===== src/rtl/msk_pkg.sv =====
// Shared definitions for the MSK transmit path: framer state type, default
// framing constants and the samples-per-bit default used by the modem models.
package msk_pkg;

    typedef enum logic [2:0] {
        ST_IDLE     = 3'd0,
        ST_PREAMBLE = 3'd1,
        ST_SYNC     = 3'd2,
        ST_PAYLOAD  = 3'd3,
        ST_TAIL     = 3'd4
    } tx_state_e;

    localparam int         SPB_DEFAULT          = 20;
    localparam logic [7:0] PREAMBLE_PAT_DEFAULT = 8'hAA;
    localparam logic [15:0] SYNC_WORD_DEFAULT   = 16'h1ACF;

    function automatic int max3(input int a, input int b, input int c);
        int m;
        m = (a > b) ? a : b;
        return (m > c) ? m : c;
    endfunction

endpackage


===== src/rtl/msk_bit_timer.sv =====
// Sample counter for the serial bit stream: restarts at the first clock of a
// frame, marks the first clock of each bit and flags the last and next-to-last samples.
module msk_bit_timer
    import msk_pkg::*;
#(
    parameter int SPB = SPB_DEFAULT
) (
    input  logic clk,
    input  logic reset,
    input  logic en,
    output logic bit_strobe,
    output logic last_sample,
    output logic pre_last
);

    localparam int             CW       = $clog2(SPB);
    localparam logic [CW-1:0]  CNT_LAST = CW'(SPB - 1);
    localparam logic [CW-1:0]  CNT_PRE  = CW'(SPB - 2);

    logic [CW-1:0] cnt_r;
    logic [CW-1:0] cnt_nx_s;
    logic          run_r;

    // Next sample index: zero while idle and on the first clock of a frame.
    always_comb begin
        cnt_nx_s = '0;
        if (!en || !run_r) begin
            cnt_nx_s = '0;
        end else if (cnt_r == CNT_LAST) begin
            cnt_nx_s = '0;
        end else begin
            cnt_nx_s = cnt_r + CW'(1);
        end
    end

    // Sample counter, run flag and registered bit strobe.
    always_ff @(posedge clk or posedge reset) begin
        if (reset) begin
            cnt_r      <= '0;
            run_r      <= 1'b0;
            bit_strobe <= 1'b0;
        end else begin
            cnt_r      <= cnt_nx_s;
            run_r      <= en;
            bit_strobe <= en && (cnt_nx_s == '0);
        end
    end

    assign last_sample = run_r && (cnt_r == CNT_LAST);
    assign pre_last    = run_r && (cnt_r == CNT_PRE);

endmodule


===== src/rtl/msk_tx_framer.sv =====
// Byte-stream to serial-bit framer feeding the MSK modulator: preamble, sync
// word, payload bytes MSB first and a zero tail, each bit held SPB clocks.
module msk_tx_framer
    import msk_pkg::*;
#(
    parameter int          SPB            = SPB_DEFAULT,
    parameter int          PREAMBLE_BYTES = 4,
    parameter logic [7:0]  PREAMBLE_PAT   = PREAMBLE_PAT_DEFAULT,
    parameter logic [15:0] SYNC_WORD      = SYNC_WORD_DEFAULT,
    parameter int          TAIL_BITS      = 8
) (
    input  logic       clk,
    input  logic       reset,
    input  logic [7:0] s_tdata,
    input  logic       s_tvalid,
    input  logic       s_tlast,
    output logic       s_tready,
    output logic       bit_out,
    output logic       bit_strobe,
    output logic       tx_active,
    output logic       underrun
);

    localparam int             BCW       = $clog2(max3(PREAMBLE_BYTES * 8, 16, TAIL_BITS));
    localparam logic [BCW-1:0] PRE_LAST  = BCW'(PREAMBLE_BYTES * 8 - 1);
    localparam logic [BCW-1:0] SYNC_LAST = BCW'(15);
    localparam logic [BCW-1:0] BYTE_LAST = BCW'(7);
    localparam logic [BCW-1:0] TAIL_LAST = BCW'(TAIL_BITS - 1);

    tx_state_e      state_r, state_nx_s;
    logic [BCW-1:0] bit_cnt_r, bit_cnt_nx_s, bit_cnt_inc_s;
    logic [7:0]     shift_r, shift_nx_s;
    logic           last_r, last_nx_s;
    logic           bit_out_nx_s, active_nx_s, underrun_nx_s, tready_nx_s;
    logic           last_sample_s, pre_last_s;

    msk_bit_timer #(.SPB(SPB)) u_timer (
        .clk         (clk),
        .reset       (reset),
        .en          (active_nx_s),
        .bit_strobe  (bit_strobe),
        .last_sample (last_sample_s),
        .pre_last    (pre_last_s)
    );

    assign bit_cnt_inc_s = bit_cnt_r + BCW'(1);

    // s_tready is registered, so it is raised one clock ahead of each fetch point.
    always_comb begin
        tready_nx_s = 1'b0;
        if (pre_last_s) begin
            tready_nx_s = ((state_r == ST_SYNC) && (bit_cnt_r == SYNC_LAST)) ||
                          ((state_r == ST_PAYLOAD) && (bit_cnt_r == BYTE_LAST) && !last_r);
        end else begin
            tready_nx_s = 1'b0;
        end
    end

    // Framer next state; a fetch point either loads a byte or aborts the frame.
    always_comb begin
        state_nx_s    = state_r;
        bit_cnt_nx_s  = bit_cnt_r;
        shift_nx_s    = shift_r;
        last_nx_s     = last_r;
        bit_out_nx_s  = bit_out;
        active_nx_s   = tx_active;
        underrun_nx_s = 1'b0;
        if (s_tready) begin
            bit_cnt_nx_s = '0;
            if (s_tvalid) begin
                state_nx_s   = ST_PAYLOAD;
                shift_nx_s   = s_tdata;
                last_nx_s    = s_tlast;
                bit_out_nx_s = s_tdata[7];
            end else begin
                state_nx_s    = ST_IDLE;
                underrun_nx_s = 1'b1;
                bit_out_nx_s  = 1'b0;
                active_nx_s   = 1'b0;
            end
        end else begin
            case (state_r)
                ST_IDLE: begin
                    if (s_tvalid) begin
                        state_nx_s   = ST_PREAMBLE;
                        bit_cnt_nx_s = '0;
                        bit_out_nx_s = PREAMBLE_PAT[7];
                        active_nx_s  = 1'b1;
                    end else begin
                        bit_out_nx_s = 1'b0;
                        active_nx_s  = 1'b0;
                    end
                end
                ST_PREAMBLE: begin
                    if (!last_sample_s) begin
                        bit_cnt_nx_s = bit_cnt_r;
                    end else if (bit_cnt_r == PRE_LAST) begin
                        state_nx_s   = ST_SYNC;
                        bit_cnt_nx_s = '0;
                        bit_out_nx_s = SYNC_WORD[15];
                    end else begin
                        bit_cnt_nx_s = bit_cnt_inc_s;
                        bit_out_nx_s = PREAMBLE_PAT[~bit_cnt_inc_s[2:0]];
                    end
                end
                ST_SYNC: begin
                    // The final sync bit always ends at a fetch point; this is only a safe exit.
                    if (!last_sample_s) begin
                        bit_cnt_nx_s = bit_cnt_r;
                    end else if (bit_cnt_r == SYNC_LAST) begin
                        state_nx_s   = ST_IDLE;
                        bit_cnt_nx_s = '0;
                        bit_out_nx_s = 1'b0;
                        active_nx_s  = 1'b0;
                    end else begin
                        bit_cnt_nx_s = bit_cnt_inc_s;
                        bit_out_nx_s = SYNC_WORD[~bit_cnt_inc_s[3:0]];
                    end
                end
                ST_PAYLOAD: begin
                    if (!last_sample_s) begin
                        bit_cnt_nx_s = bit_cnt_r;
                    end else if (bit_cnt_r == BYTE_LAST) begin
                        state_nx_s   = ST_TAIL;
                        bit_cnt_nx_s = '0;
                        bit_out_nx_s = 1'b0;
                    end else begin
                        bit_cnt_nx_s = bit_cnt_inc_s;
                        shift_nx_s   = {shift_r[6:0], 1'b0};
                        bit_out_nx_s = shift_r[6];
                    end
                end
                ST_TAIL: begin
                    if (!last_sample_s) begin
                        bit_cnt_nx_s = bit_cnt_r;
                    end else if (bit_cnt_r == TAIL_LAST) begin
                        state_nx_s   = ST_IDLE;
                        bit_cnt_nx_s = '0;
                        bit_out_nx_s = 1'b0;
                        active_nx_s  = 1'b0;
                    end else begin
                        bit_cnt_nx_s = bit_cnt_inc_s;
                        bit_out_nx_s = 1'b0;
                    end
                end
                default: begin
                    state_nx_s   = ST_IDLE;
                    bit_cnt_nx_s = '0;
                    bit_out_nx_s = 1'b0;
                    active_nx_s  = 1'b0;
                end
            endcase
        end
    end

    // State, datapath and registered outputs.
    always_ff @(posedge clk or posedge reset) begin
        if (reset) begin
            state_r   <= ST_IDLE;
            bit_cnt_r <= '0;
            shift_r   <= 8'h00;
            last_r    <= 1'b0;
            bit_out   <= 1'b0;
            tx_active <= 1'b0;
            underrun  <= 1'b0;
            s_tready  <= 1'b0;
        end else begin
            state_r   <= state_nx_s;
            bit_cnt_r <= bit_cnt_nx_s;
            shift_r   <= shift_nx_s;
            last_r    <= last_nx_s;
            bit_out   <= bit_out_nx_s;
            tx_active <= active_nx_s;
            underrun  <= underrun_nx_s;
            s_tready  <= tready_nx_s;
        end
    end

endmodule


===== config.mk =====
export PLATFORM = sky130hd
export DESIGN_NAME = msk_tx_framer
export DESIGN_NICKNAME = d
export VERILOG_FILES = /design/src/rtl/msk_pkg.sv /design/src/rtl/msk_bit_timer.sv /design/src/rtl/msk_tx_framer.sv
export SDC_FILE = /design/constraint.sdc
export NUM_CORES = 1
export LEC_CHECK = 0
export BUFFER_PORTS_ARGS = -buffer_cell sky130_fd_sc_hd__buf_2
export CAP_MARGIN = 20
export CORE_AREA = 2 2 57 59
export DETAILED_ROUTE_END_ITERATION = 7
export DIE_AREA = 0 0 59 61
export PLACE_DENSITY = 0.78
export SETUP_SLACK_MARGIN = 0.02
export SLEW_MARGIN = 10
export SYNTH_ARGS = -nofsm -noshare
export SYNTH_HDL_FRONTEND = slang
export SYNTH_SLANG_ARGS = --single-unit

===== constraint.sdc =====
create_clock -name clk -period 3.4 [get_ports clk]
set_input_delay 0.17 -clock clk [delete_from_list [all_inputs] [get_ports clk]]
set_output_delay 0.17 -clock clk [all_outputs]
set_load 0.01 [all_outputs]

* Word level (Yosys, flattened, before mapping)
Memory sizes are Yosys's and may differ from the RTL's.
Index checks and enable logic that the tools add are counted.
Widths: inputs -> output; s select.
** Cells by class
- Add/sub/neg operators :: 2
- $lt $le $gt $ge :: 2
- Equality and inequality tests :: 21
- Muxes and demuxes :: 51
- Bitwise logic cells :: 2
- Reductions and logical operators :: 22
** Operators by type and width (number)
- $mux 5 :: 10
- $mux 7 :: 5
- $mux 3 :: 10
- $mux 1 :: 21
- $ne 3x3->1 const B :: 7
- $pmux 5 s4 :: 1
- $eq 5x5->1 const B :: 3
- $pmux 3 s5 :: 1
- $reduce_and 4->1 :: 3
- $add 5x1->5 const B :: 2
- $reduce_and 9->1 :: 1
- $eq 3x2->1 const B :: 2
- $logic_and 1x1->1 :: 6
- $ne 3x2->1 const B :: 2
- $eq 5x3->1 const B :: 1
- $eq 5x4->1 const B :: 1
- $logic_not 5->1 :: 1
- $lt 4x5->1 const B :: 1
- $pmux 1 s5 :: 1
- $lt 3x4->1 const B :: 1
- $ne 2x2->1 const B :: 2
- $not 4->4 :: 1
- $pmux 1 s4 :: 1
- $reduce_bool 2->1 :: 2
- 10 further kinds :: 14
** Word-level totals
- Bits in registers :: 26
- ROM bits :: 24
- Input port bits :: 12
- Output and inout port bits :: 5
- Word-level logic and storage cells :: 112
- Memories :: 2
** Memory list
- (no name shown) :: depth 16, width 1, read ports 1, clocked after memory_dff 0, write ports 0, line msk_tx_framer.sv:117 : bit_out_nx_s = SYNC_WORD[~bit_cnt_inc_s[3:0]];
- (no name shown) :: depth 8, width 1, read ports 1, clocked after memory_dff 0, write ports 0, line msk_tx_framer.sv:103 : bit_out_nx_s = PREAMBLE_PAT[~bit_cnt_inc_s[2:0]];

* Depth between registers and ports, before layout
- Depth in word-level cells :: 10
- Mapped depth :: 8
- Mapped depth without buffers :: 8

* Cells and area by module
From an unflattened synthesis, not the netlist that was laid out.
** Unflattened totals
- Cells, all modules :: 204
- Area total of the unflattened synthesis :: 1811.7 µm²
** Modules (own cells, without submodules)
- msk_tx_framer :: instances 1, cells an instance 167, area each 1403.8 µm², seq. area each 500.5 µm²
- msk_bit_timer :: instances 1, cells an instance 37, area each 407.9 µm², seq. area each 175.2 µm²

* Worst setup path after synthesis
Ideal clock, no wire load.
- Path type :: reg2reg
- Start :: register bit_cnt_r[0]
- End :: register state_r[0]
- Library setup time :: 121 ps
- Arrival :: 1822 ps
- Setup slack :: 1456 ps
- Cell stages (with the launch flop) :: 8
- Path buffers :: 0
- Clock period less this slack :: 1944 ps
- Cells stage by stage :: dfrtp_1 ha_1 and3_1 ha_1 nor2b_1 a221oi_1 o211ai_1 o22a_1
** Between the ends
- Word-level cells in the longest chain between the ends :: 3
- Elaborated cells on any way between the ends :: 8
- Classes of those cells :: eq/ne (7); reduce/logical (1)
** RTL lines
- from (decl) :: line msk_tx_framer.sv:31 : logic [BCW-1:0] bit_cnt_r, bit_cnt_nx_s, bit_cnt_inc_s;
- from (signal assigned) :: line msk_tx_framer.sv:169 : bit_cnt_r <= bit_cnt_nx_s;
- $eq 5x3->1, or another cell as far along :: line msk_tx_framer.sv:123, msk_tx_framer.sv:136
- $ne 3x3->1 (no source line) or $ne 3x2->1 (tied branches)
- $reduce_and 9->1 (no source line) (*)
- to (signal assigned) :: line msk_tx_framer.sv:168 : state_r <= state_nx_s;
- to (decl) :: line msk_tx_framer.sv:30 : tx_state_e state_r, state_nx_s;
Mark *: on every way between the ends. The rest lies on a longest branch, timed or not.
A chain may end at the register's enable or synchronous reset.

* Final worst setup path
Same ends and word-level chain as after synthesis.

==> qor.yml <==
timing:
  slew_viol_final: 0
  finalCriticalPeriod_ps: 2295
  holdWs_ps: 63.24
  rsz0062_at_grt: "no"
  hold_viol: 0
  period_share_pct: 67.50
  fmax_mhz: 435.8
  fin_setup_tns_ps: 0
  slew_headroom_pct: 45.43
  tightest_slew_ps: 818.5
  finalClockSkew_ps: 4.952
  setup_viol: 0
die:
  die_y_microns: 61
  die-area_sq_um: 3599
  rows: 20
  core-area_sq_um: 2953
  num_io_pins: 17
  initial_core_util_pct: 57.97
  die_w_microns: 59
synth:
  ys_seq_area_share_pct: 38.01
  ys.flop_type: "dfrtp_1"
  synth_fp_nets: 203
  ys_ff_latch: 26
  ys_types: 51
  avgSynthCellArea_sq_um: 9.302
  synth-edff-count: 0
  synth_async_sr_flop_share_pct: 100.0
  synth-warning-count: 0
  synthCells: 184
  syn_area_sq_um: 1712
clocking:
  cts_resized: 0
  root_buffer: "clkbuf_4"
  clkTransAtPathRegs_ps: 150
  cts_sinks: 26
  cts_tree: "done"
  clock_tree.buffer_depth: 2
  cts_buffers: 3
  post_cts_buffers: 0
  hold_buffers: 0
  htree_levels: 1
  clk_latency_ps: 330
place:
  io_buffers: 16
  place_congestion: 0.9424
  hpwl_mm: 2.888
power:
  ir_worst_vdd_mv: 0.2796
  p_leak_nw: 0.8308
  powerDensity_nw_per_um2: 292.1
  finalPower_mw: 0.5476
detailed_routing:
  ant_nets: 0
  vias: 1503
  drtIter0Drc: 81
  first_pass_iters: 4
  drc: 0
  drt_wl_total_mm: 3.949
  avgViaCountPerCell: 6.535
  wl_per_cell_microns: 17.17
worst_setup_path:
  worstSetupPathType: "flip-flop to flip-flop"
  reg2reg_from: "bit_cnt_r[0]"
  critical-path-top-delay-family: "compound AO/OA/AOI/OAI gates"
  cp.arrival_ps: 2540
  cp_num_buf_inv: 0
  rrSetupSlack_ps: 1110
  path_common_cell: "ha_1"
  crit_required_ps: 3640
  critPathCaptureType: "flip-flop"
  critPathLaunchType: "flip-flop"
  cp_max_fo: 8
  r2r_end: "state_r[0]"
  cp_cell_sequence: "ha_1 > and3_1 > ha_1 > nor2b_1 > a221oi_1 > o211ai_1 > o22a_1"
  r2r_cells: 7
  slowest_stage: "dfrtp_1"
  critical_path.max_stage_delay_ps: 510
  crit_path_start: "bit_cnt_r[0]"
run:
  drv_cap: 0
final_layout:
  antenna_cells: 0
  layout-drive-gt1-share_pct: 17.26
  fin_util_pct: 63.47
  n_fill_cell: 256
  area_growth_pct: 9.503
  fin_nets: 217
global_routing:
  grt_usage_pct: 23.82
  grt_pass1_vias: 1446
  antenna_found_initial: 0
  grt_max_degree: 27
  grt_pass1_wl_mm: 6.541
  gr-total-overflow: 0
hold_path:
  min_to: "last_r"
  min_path_type: "input pin to flip-flop"
  holdPathStages: 2
  hp-start: "s_tlast"
outcome:
  status: "finished, final reports clean"
[per-stage QoR]
| stage | worst slack (ps) | instance area [sq um] | std cells |
|---|---|---|---|
| final | 1105 | 1874 | 230 |
| after global routing | 893.5 | 1874 | 230 |
| after CTS | 1096 | 1837 | 228 |
| after detailed placement | 1168 | 1784 | 224 |
| after global placement | 1299 | 1784 | 224 |
| after floorplan | 1456 | 1712 | 184 |
[final cells by class]
class	count	area [sq um]	area share, %
Multi-Input combinational cell	139	974.7	52.00
Tap cell	33	41.29	2.203
Sequential cell	26	650.6	34.71
Inverter	10	37.54	2.003
Clock buffer	3	22.52	1.202
Clock inverter	1	30.03	1.602
Timing Repair Buffer	18	117.6	6.275
[placed cells by master, fill, tap and decap left out, types with 2 or more instances in the layout]
cell / netlist / layout
nand4_1: 2 / 2
nor2b_1: 3 / 3
o211ai_1: 3 / 3
xor2_1: 2 / 2
a21oi_1: 4 / 4
buf_2: 3 / 16
a211oi_1: 2 / 2
and3_1: 3 / 3
nor3_1: 6 / 6
and4bb_4: 2 / 2
o21ai_2: 4 / 4
ha_1: 7 / 7
o22a_1: 2 / 2
nand2_1: 21 / 21
a32o_1: 2 / 2
nand2b_1: 2 / 2
a2bb2oi_1: 3 / 3
a31oi_1: 4 / 4
nor4_1: 2 / 2
a32oi_2: 2 / 2
nor2_1: 15 / 15
o22ai_1: 4 / 4
o2111ai_1: 2 / 2
mux2i_1: 6 / 6
nand3_1: 7 / 7
inv_1: 10 / 10
dfrtp_1: 26 / 26
o21a_1: 2 / 2
clkbuf_4: 0 / 3
nand4bb_1: 2 / 2
o21ai_1: 5 / 5
or2_1: 3 / 3
[per-layer routing]
| layer | GRT usage [%] | routed length (microns) |
|---|---|---|
| met1 | 31.42 | 1680 |
| met3 | 2.345 | 262 |
| met2 | 40.32 | 1951 |
| met4 | 9.740 | 54 |
| met5 | 0 | 0 |
[power breakdown]
part	switching [mW]	internal [mW]	total [mW]
logic	0.0113	0.00938	0.0207
registers	0	0.309	0.309
clock network	0.0982	0.119	0.218
total	0.110	0.438	0.548
[cells in the mapped netlist, types with 4 or more instances]
master	n	share of area [%]
o21ai_2	4	2.0
mux2i_1	6	3.5
ha_1	7	5.1
dfrtp_1	26	38
nand3_1	7	2.0
a31oi_1	4	1.5
o22ai_1	4	1.5
nand2_1	21	4.6
inv_1	10	2.2
nor3_1	6	1.8
nor2_1	15	3.3
o21ai_1	5	1.5
a21oi_1	4	1.2
[cell families after synthesis]
| logic type | count (synthesis) | share of synthesized area [%] |
|---|---|---|
| AND/OR/NAND/NOR | 72 | 23.32 |
| AO/OA/AOI/OAI | 50 | 22.81 |
| flip-flops | 26 | 38.01 |
| buffers and inverters | 19 | 5.044 |
| multiplexers | 7 | 4.167 |
| adder cells (fa/ha/maj) | 7 | 5.117 |
| XOR/XNOR | 3 | 1.535 |
[state kept, by name, summed over array words and instances (netlist names)]
register            cells
underrun                1
bit_out                 1
last_r                  1
u_timer.cnt_r           5
s_tready                1
u_timer.bit_strobe      1
bit_cnt_r               5
shift_r                 7
u_timer.run_r           1
state_r                 3
[worst reg2reg max path, delay by kind of cell, from the launching register on]
family	cells	cell delay (ps)
compound gates	3	870
fa+ha+maj	2	510
flops	1	510
simple gates	2	310
[worst max-delay path by stage]
stage	endpoint	slack [ps]	cells past startpoint
after CTS	state_r[0]	1100	7
after global placement	state_r[0]	1300	7
final	state_r[0]	1110	7
after detailed placement	state_r[0]	1170	7
after global routing	state_r[0]	890	7
after floorplan	state_r[0]	1460	7
Power figures use the tool's default switching activity.
